<file path="config.mk">
export PLATFORM = sky130hd
export DESIGN_NAME = dmem_arbiter
export DESIGN_NICKNAME = d
export VERILOG_FILES = /design/src/rtl/dmem_pkg.sv /design/src/rtl/dmem_rr_pick.sv /design/src/rtl/dmem_arbiter.sv
export SDC_FILE = /design/constraint.sdc
export NUM_CORES = 1
export LEC_CHECK = 0
export BUFFER_PORTS_ARGS = -buffer_cell sky130_fd_sc_hd__buf_2
export CORE_UTILIZATION = 30
export CTS_CLUSTER_SIZE = 12
export DETAILED_ROUTE_END_ITERATION = 10
export GPL_TIMING_DRIVEN = 0
export HOLD_SLACK_MARGIN = 0.03
export PLACE_DENSITY_LB_ADDON = 0.12
export SYNTH_ARGS = -nofsm -noshare
export SYNTH_HDL_FRONTEND = slang
export SYNTH_SLANG_ARGS = --single-unit
</file>
<file path="constraint.sdc">
create_clock -name clk -period 3 [get_ports clk]
set_input_delay 0.9 -clock clk [delete_from_list [all_inputs] [get_ports clk]]
set_output_delay 0.9 -clock clk [all_outputs]
set_load 0.01 [all_outputs]
</file>
<file path="src/rtl/dmem_pkg.sv">
// Shared types and constants for the data-memory arbiter.
// Arbitration policy selected by macro DMEM_ARB_RR_EN (see dmem_rr_pick).
package dmem_pkg;

    typedef enum logic {
        IDLE    = 1'b0,
        RD_WAIT = 1'b1
    } state_t;

    localparam logic PORT_CPU = 1'b0;
    localparam logic PORT_DMA = 1'b1;

    localparam int BYTE_OFF_W = 2;

    localparam int DEF_ADDR_W = 10;
    localparam int DEF_RD_LAT = 1;

endpackage

</file>
<file path="src/rtl/dmem_rr_pick.sv">
// Two-way request picker. DMEM_ARB_RR_EN defined: round-robin on contention;
// otherwise fixed priority with port 0 winning.
module dmem_rr_pick
    import dmem_pkg::*;
(
    input  logic [1:0] reqs,
    input  logic       last,
    input  logic       enable,
    output logic [1:0] gnt,
    output logic       next_last
);

`ifdef DMEM_ARB_RR_EN
    logic contend_pick;
    // On contention favour the port that was not granted most recently.
    assign contend_pick = (last == PORT_CPU) ? PORT_DMA : PORT_CPU;
`else
    logic contend_pick;
    logic unused_last;
    assign contend_pick = PORT_CPU;
    assign unused_last  = last;
`endif

    always_comb begin
        gnt       = 2'b00;
        next_last = last;
        if (enable) begin
            case (reqs)
                2'b01:   gnt = 2'b01;
                2'b10:   gnt = 2'b10;
                2'b11:   gnt = contend_pick ? 2'b10 : 2'b01;
                default: gnt = 2'b00;
            endcase
            if (|gnt) begin
                next_last = gnt[1];
            end
        end
    end

endmodule

</file>
<file path="src/rtl/dmem_arbiter.sv">
// Arbitrates two requesters onto a single-port data BRAM and returns read data.
// Contention policy: round-robin when DMEM_ARB_RR_EN is defined, else port 0 priority.
module dmem_arbiter
    import dmem_pkg::*;
#(
    parameter int ADDR_W = DEF_ADDR_W,
    parameter int RD_LAT = DEF_RD_LAT
) (
    input  logic              clk,
    input  logic              reset,
    input  logic              p0_req,
    input  logic              p0_we,
    input  logic [31:0]       p0_addr,
    input  logic [31:0]       p0_wdata,
    output logic              p0_gnt,
    output logic              p0_rvalid,
    output logic [31:0]       p0_rdata,
    output logic              p0_err,
    input  logic              p1_req,
    input  logic              p1_we,
    input  logic [31:0]       p1_addr,
    input  logic [31:0]       p1_wdata,
    output logic              p1_gnt,
    output logic              p1_rvalid,
    output logic [31:0]       p1_rdata,
    output logic              p1_err,
    output logic              mem_en,
    output logic              mem_we,
    output logic [ADDR_W-1:0] mem_addr,
    output logic [31:0]       mem_din,
    input  logic [31:0]       mem_dout,
    output logic              busy
);

    localparam logic [1:0] LAT_INIT = 2'(RD_LAT - 1);

    state_t      state_q, state_nxt;
    logic [1:0]  lat_q, lat_nxt;
    logic        last_q, last_nxt;
    logic        rd_id_q, rd_mis_q;
    logic [1:0]  rvalid_q, err_q;
    logic [31:0] rdata0_q, rdata1_q;

    logic [1:0]  gnt;
    logic        granted, win, win_we, win_mis, rd_done;
    logic [31:0] win_addr, win_wdata;
    logic        unused_hi;

    dmem_rr_pick u_pick (
        .reqs      ({p1_req, p0_req}),
        .last      (last_q),
        .enable    (reset && (state_q == IDLE)),
        .gnt       (gnt),
        .next_last (last_nxt)
    );

    assign granted   = |gnt;
    assign win       = gnt[1];
    assign win_we    = win ? p1_we    : p0_we;
    assign win_addr  = win ? p1_addr  : p0_addr;
    assign win_wdata = win ? p1_wdata : p0_wdata;
    assign win_mis   = |win_addr[BYTE_OFF_W-1:0];
    assign rd_done   = (state_q == RD_WAIT) && (lat_q == 2'd0);

    // Upper address bits wrap modulo the BRAM depth.
    assign unused_hi = ^{p0_addr[31:ADDR_W+BYTE_OFF_W], p1_addr[31:ADDR_W+BYTE_OFF_W]};

    assign mem_en   = granted;
    assign mem_we   = granted && win_we && !win_mis;
    assign mem_addr = granted ? win_addr[ADDR_W+BYTE_OFF_W-1:BYTE_OFF_W] : '0;
    assign mem_din  = granted ? win_wdata : '0;

    assign p0_gnt    = gnt[0];
    assign p1_gnt    = gnt[1];
    assign p0_rvalid = rvalid_q[0];
    assign p1_rvalid = rvalid_q[1];
    assign p0_rdata  = rdata0_q;
    assign p1_rdata  = rdata1_q;
    // Write errors flag with the grant, read errors with the returned data.
    assign p0_err    = (gnt[0] && p0_we && (|p0_addr[BYTE_OFF_W-1:0])) || err_q[0];
    assign p1_err    = (gnt[1] && p1_we && (|p1_addr[BYTE_OFF_W-1:0])) || err_q[1];
    assign busy      = (state_q == RD_WAIT);

    always_comb begin
        state_nxt = state_q;
        lat_nxt   = lat_q;
        case (state_q)
            IDLE: begin
                if (granted && !win_we) begin
                    state_nxt = RD_WAIT;
                    lat_nxt   = LAT_INIT;
                end
            end
            RD_WAIT: begin
                if (lat_q == 2'd0) begin
                    state_nxt = IDLE;
                end else begin
                    lat_nxt = lat_q - 2'd1;
                end
            end
            default: state_nxt = IDLE;
        endcase
    end

    always_ff @(posedge clk) begin
        if (!reset) begin
            state_q  <= IDLE;
            lat_q    <= 2'd0;
            last_q   <= PORT_DMA;
            rd_id_q  <= PORT_CPU;
            rd_mis_q <= 1'b0;
            rvalid_q <= 2'b00;
            err_q    <= 2'b00;
            rdata0_q <= '0;
            rdata1_q <= '0;
        end else begin
            state_q  <= state_nxt;
            lat_q    <= lat_nxt;
            last_q   <= last_nxt;
            rvalid_q <= 2'b00;
            err_q    <= 2'b00;
            if (granted && !win_we) begin
                rd_id_q  <= win;
                rd_mis_q <= win_mis;
            end
            if (rd_done) begin
                rvalid_q[rd_id_q] <= 1'b1;
                err_q[rd_id_q]    <= rd_mis_q;
                if (rd_id_q == PORT_DMA) begin
                    rdata1_q <= rd_mis_q ? 32'h0 : mem_dout;
                end else begin
                    rdata0_q <= rd_mis_q ? 32'h0 : mem_dout;
                end
            end
        end
    end

endmodule

</file>
# [After elaboration in Yosys (flattened, before gate mapping)]
# Cells that the tools add are included.
# Widths: inputs -> output; s select.
[classes] addsub=1 muxes=16 eq_ne=5 n_bitwise=3 n_lt_le_gt_ge=2 reduce_logical=24
[ops] op="$mux 32" n=3
[ops] op="$mux 12" n=1
[ops] op="$logic_and 1x1->1" n=10
[ops] op="$mux 10" n=1
[ops] op="$reduce_or 2->1" n=5
[ops] op="$pmux 2 s2" n=2
[ops] op="$reduce_and 2->1" n=4
[ops] op="$mux 2" n=3
[ops] op="$eq 2x2->1 const B" n=2
[ops] op="$mux 1" n=4
[ops] op="$and 2x2->2" n=1
[ops] op="$eq 2x1->1 const B" n=1
[ops] op="$logic_not 1->1" n=2
[ops] op="$logic_not 2->1" n=1
[ops] op="$logic_or 1x1->1" n=2
[ops] op="$lt 1x2->1 const B" n=1
[ops] op="$ne 2x1->1 const B" n=1
[ops] op="$ne 2x2->1 const B" n=1
[ops] op="$not 1->1" n=2
[ops] op="$pmux 1 s2" n=1
[ops] op="$sub 2x1->2 const B" n=1
[ops] op="$demux 1 s1" n=1
[ops] op="$ge 1x1->1 const B" n=1
[totals] input_bits=166 word_cells=59 register_bits=73 out_inout_bits=115

# [Depth between registers and ports, before layout]
[depth] word_depth=9 mapped_depth=8 mapped_depth_nobuf=5

# [By module]
# From an unflattened synthesis, not the netlist that was laid out.
[hier_totals] hier_cells=425 area_unflattened_um2=3283.1
[by_module_without_submodules] module="dmem_arbiter" seq_area_each_um2=1481.4 instances=1 cells_each=420 area_per_inst_um2=3255.6
[by_module_without_submodules] module="dmem_rr_pick" seq_area_each_um2=0.0 instances=1 cells_each=5 area_per_inst_um2=27.5

# [Worst setup path after synthesis]
# OpenSTA, ideal clock, no wires.
[synth_path] path_kind="input to output" start="in p1_req" end="out mem_we" required_time_ns=2.100 path_slack_ns=0.413 t_arrival_ns=1.687 cell_stages=4 path_buffers=1 cell_sequence="nor4bb_4 buf_4 nand2_1 o22ai_1"
[synth_between] elab_chain_len=8 word_cells_on_any_way=13 classes_between="eq/ne: 3; mux: 4; reduce/logical: 6"
[synth_lines] item="from (decl)" line_no="dmem_arbiter.sv:19" source="input logic p1_req,"
[synth_lines] item="$eq 2x1->1 / $eq 2x2->1 (equally long branches)" line_no="dmem_rr_pick.sv:28" source="case (reqs)"
[synth_lines] item="$reduce_or 2->1 (no line)"
[synth_lines] item="$pmux 2 s2 *" line_no="dmem_rr_pick.sv:28"
[synth_lines] item="$mux 2 *" line_no="dmem_rr_pick.sv:27" source="if (enable) begin"
[synth_lines] item="named net p1_gnt" line_no="dmem_arbiter.sv:23" source="output logic p1_gnt,"
[synth_lines] item="$mux 12" line_no="dmem_arbiter.sv:60" source="assign win_addr = win ? p1_addr : p0_addr;"
[synth_lines] item="$reduce_or 2->1" line_no="dmem_arbiter.sv:62" source="assign win_mis = |win_addr[BYTE_OFF_W-1:0];"
[synth_lines] item="$logic_not 1->1" line_no="dmem_arbiter.sv:69" source="assign mem_we = granted && win_we && !win_mis;"
[synth_lines] item="$logic_and 1x1->1 *" line_no="dmem_arbiter.sv:69"
[synth_lines] item="to (decl)" line_no="dmem_arbiter.sv:28" source="output logic mem_we,"
# Mark *: on every way through the listed nets, which the timed path passes. The rest lies on a longest branch.

# [Worst setup path in the final report]
[layout_path] start="in p0_req" end="out mem_addr[4]"
[layout_between] elab_chain_len=6 word_cells_on_any_way=9 classes_between="eq/ne: 3; mux: 4; reduce/logical: 2"
[layout_lines] item="from (decl)" line_no="dmem_arbiter.sv:11" source="input logic p0_req,"
[layout_lines] item="$eq 2x1->1 / $eq 2x2->1 (equally long branches)" line_no="dmem_rr_pick.sv:28"
[layout_lines] item="$reduce_or 2->1 (no line)"
[layout_lines] item="$pmux 2 s2 *" line_no="dmem_rr_pick.sv:28"
[layout_lines] item="$mux 2 *" line_no="dmem_rr_pick.sv:27"
[layout_lines] item="$mux 12 / $reduce_or 2->1 (equally long branches)" line_no="dmem_arbiter.sv:60, dmem_arbiter.sv:57"
[layout_lines] item="$mux 10 *" line_no="dmem_arbiter.sv:70" source="assign mem_addr = granted ? win_addr[ADDR_W+BYTE_OFF_W-1:BYTE_OFF_W] : '0;"
[layout_lines] item="to (decl)" line_no="dmem_arbiter.sv:29" source="output logic [ADDR_W-1:0] mem_addr,"
# Every way passes the cells marked *; elsewhere a longest branch is shown, timed or not.

==> results by group <==
Run status
  – Status: finished, final reports clean

Yosys
  – Dominant synthesized flop cell: dfxtp_1
  – Post-synthesis mux area share: 0.00283
  – Synth Area in Adders: 0.00354
  – Synthesized net count: 586
  – Post-Syn Instances: 419
  – Netlist cell types: 33
  – Largest family of logic cells by synthesized area: compound AO/OA/AOI/OAI gates
  – Simple-gate share of the synthesized area: 0.248
  – Xor/xnor cell area share of the yosys netlist: 0
  – Number of flops mapped to enable cells by yosys: 0
  – Compound-gate portion of the synthesized area: 0.263
  – Seq/Total Area, Yosys: 0.414
  – Synth top area cells: dfxtp_1 (41%), nand2_1 (14%), a21boi_1 (14%), a22o_1 (10%), nor2b_1 (5.8%)
  – Syn avg cell area: 8.43 um2
  – Ys async rst share: 0
  – Cell taking the most area after synthesis: dfxtp_1
  – Yosys warnings: 0
  – Top cell type's share of synthesized area: 0.414
  – Post-Syn Area: 3530 um2
  – FF+latch count, synth: 73

Timing
  – Worst-margin pin slew: 0.545 ns
  – Final setup violation count: 0
  – Final hold viol count: 0
  – Fin Setup TNS: 0 ns
  – RSZ-0062 raised after global routing: no
  – Clock Skew: 0.00358 ns
  – Period utilization: 0.967
  – Crit path time final: 2.90 ns
  – Fin worst setup slack: 0.0987 ns
  – Fmax: 345 MHz
  – Pins over their slew limit: 0
  – Slew margin rel.: 0.637

Worst setup path
  – Critical path class: input pin to output port
  – CP Data Arrival Time: 2.00 ns
  – Crit. End Element: output port
  – Reg2Reg Setup Slack: 1.42 ns
  – Type of origin of the critical path: input pin
  – Depth of the worst register-to-register path: 3
  – WP data required: 2.10 ns
  – Max FO, Critical Path: 10

CTS
  – Clk sink count: 73
  – Clock Tree Root: clkbuf_16
  – Setup bufs post-CTS: 0
  – Cts hold-fix bufs: 0
  – CTS clk-pin slew, worst paths: 0.05 ns
  – Post-CTS resize count: 0
  – Clk buf depth: 2
  – Total CTS buffers: 9
  – Clk_lat worst skew: 0.33 ns
  – Number of H-tree levels: 3
  – CTS tree: done

Hold path
  – Min-Delay Path Class: register to register
  – Hold depth: 2

Floorplan
  – Io pins: 281
  – Rows: 39
  – Initial core utilization: 0.308
  – Die X: 110 um
  – Die area: 12200 um2
  – Core footprint: 11500 um2
  – Die Span Y: 110 um

Placement
  – Port Buffer Count: 240
  – Pre-CTS setup slack: 0.112 ns
  – RD Place Congestion: 0.821
  – Placed wire-length estimate: 10500 um

GRT
  – Initial antenna violation count: 10
  – Vias in the first global route: 3758
  – Gr ovfl total: 0
  – All-Layer GR Usage: 0.214
  – Largest net degree at the start of global routing: 13
  – First-pass GRT wire length: 20200 um

Cells and area
  – Post-layout util: 0.458
  – Net count, final: 837
  – Syn-to-layout area delta: 48.8%
  – Share of post-route cells with drive strength above 1: 0.427

Routing
  – Via Count: 3835
  – Initial DRC count: 162
  – WL/cell: 15.9 um
  – Drt pass-1 iters: 4
  – Antenna viol nets, final: 0
  – DRT Wirelength: 13100 um
  – Avg Vias per Cell: 4.65
  – DRC violation count after routing: 0

Power and ir drop
  – Power per cell area: 494 nW/um2
  – Total chip power: 2.59 mW
  – Leakage: 2.58 nW
  – VDD IR max: 246 uV

Job
  – Maxcap violations: 0
-- power breakdown --
group | switching [mW] | internal [mW]
sequential | 0.0194 | 1.00
combinational | 0.226 | 0.208
clock | 0.405 | 0.736
-- placed cells by master (no fill, tap or decap), types with 2 or more instances in the layout --
| cell | netlist | routed |
|---|---|---|
| and3b_1 | 2 | 2 |
| clkbuf_1 | 11 | 11 |
| and2_1 | 2 | 2 |
| or2_2 | 2 | 2 |
| clkbuf_4 | 2 | 2 |
| o21ai_0 | 2 | 2 |
| a21boi_1 | 64 | 64 |
| buf_4 | 10 | 10 |
| clkbuf_16 | 0 | 9 |
| nand2_1 | 132 | 132 |
| nor2_1 | 3 | 3 |
| nor2b_1 | 33 | 33 |
| clkbuf_8 | 0 | 4 |
| inv_1 | 3 | 3 |
| buf_2 | 9 | 249 |
| diode_2 | 0 | 6 |
| a22o_1 | 42 | 42 |
| buf_6 | 5 | 5 |
| a31o_1 | 2 | 2 |
| dfxtp_1 | 73 | 73 |
| a21oi_1 | 2 | 2 |
| and3_1 | 2 | 2 |
| nor3b_1 | 5 | 5 |
-- synthesized netlist by cell type, drive strengths merged, types with 2 or more instances --
master  count
buf        24
clkbuf     13
and3b       2
or2         2
o21ai       3
and2        2
nor2b      33
nor3b       5
a22o       42
and3        2
a31o        2
a21oi       2
inv         3
a21boi     64
dfxtp      73
nand2     132
nor2        3
-- worst max-delay path, cell delays in order --
cell      delay [ns]
buf_2           0.15
nor4bb_4        0.30
buf_6           0.20
buf_6           0.15
a22o_1          0.16
buf_2           0.13
-- layer usage --
layer  global-route usage  vias to the layer above  wire (um)  part of all wire
met5                    0                        -         55            0.0042
li1                     -                     1935          -                 -
met1                0.243                     1716       5400              0.41
met2                0.350                      153       6060              0.46
met4               0.0711                        8        175             0.013
met3                0.105                       23       1380              0.11
-- metrics by stage --
stage	hold WS [ns]	cell area, um2	std cells
finish	0.450	5250	824
global route	0.466	5240	820
CTS	0.451	5240	818
detailed placement	0.443	4910	802
global placement	0.438	4910	802
floorplan	0.438	3530	419
-- kinds of logic after synthesis --
logic type,count (synthesis)
AO/OA/AOI/OAI,118
adder cells (fa/ha/maj),1
buffers and inverters,40
flip-flops,73
multiplexers,1
AND/OR/NAND/NOR,186
-- final cells by class --
| class | instances | area [um2] |
|---|---|---|
| Fill cell | 1203 | 6210 |
| Multi-Input combinational cell | 306 | 1830 |
| Sequential cell | 73 | 1460 |
| Timing Repair Buffer | 240 | 1200 |
| Clock buffer | 13 | 280 |
| Buffer | 37 | 233 |
| Tap cell | 143 | 179 |
| Clock inverter | 3 | 46.3 |
| Antenna cell | 6 | 15.0 |
| Inverter | 3 | 11.3 |
-- state kept, by name, indices dropped and copies added, names as in the netlist --
| signal | count |
|---|---|
| busy | 1 |
| err_q | 2 |
| lat_q | 2 |
| p0_rdata | 32 |
| p1_rdata | 32 |
| rd_id_q | 1 |
| rd_mis_q | 1 |
| rvalid_q | 2 |
-- worst paths after layout --
kind	startpoint	endpoint
hold reg to reg	p0_rdata[20]	p0_rdata[20]
setup / recovery	p0_req	mem_addr[4]
setup reg to reg	rd_mis_q	rd_mis_q
hold / removal	p0_rdata[20]	p0_rdata[20]
Note: power is estimated with default switching activity, not from simulation.
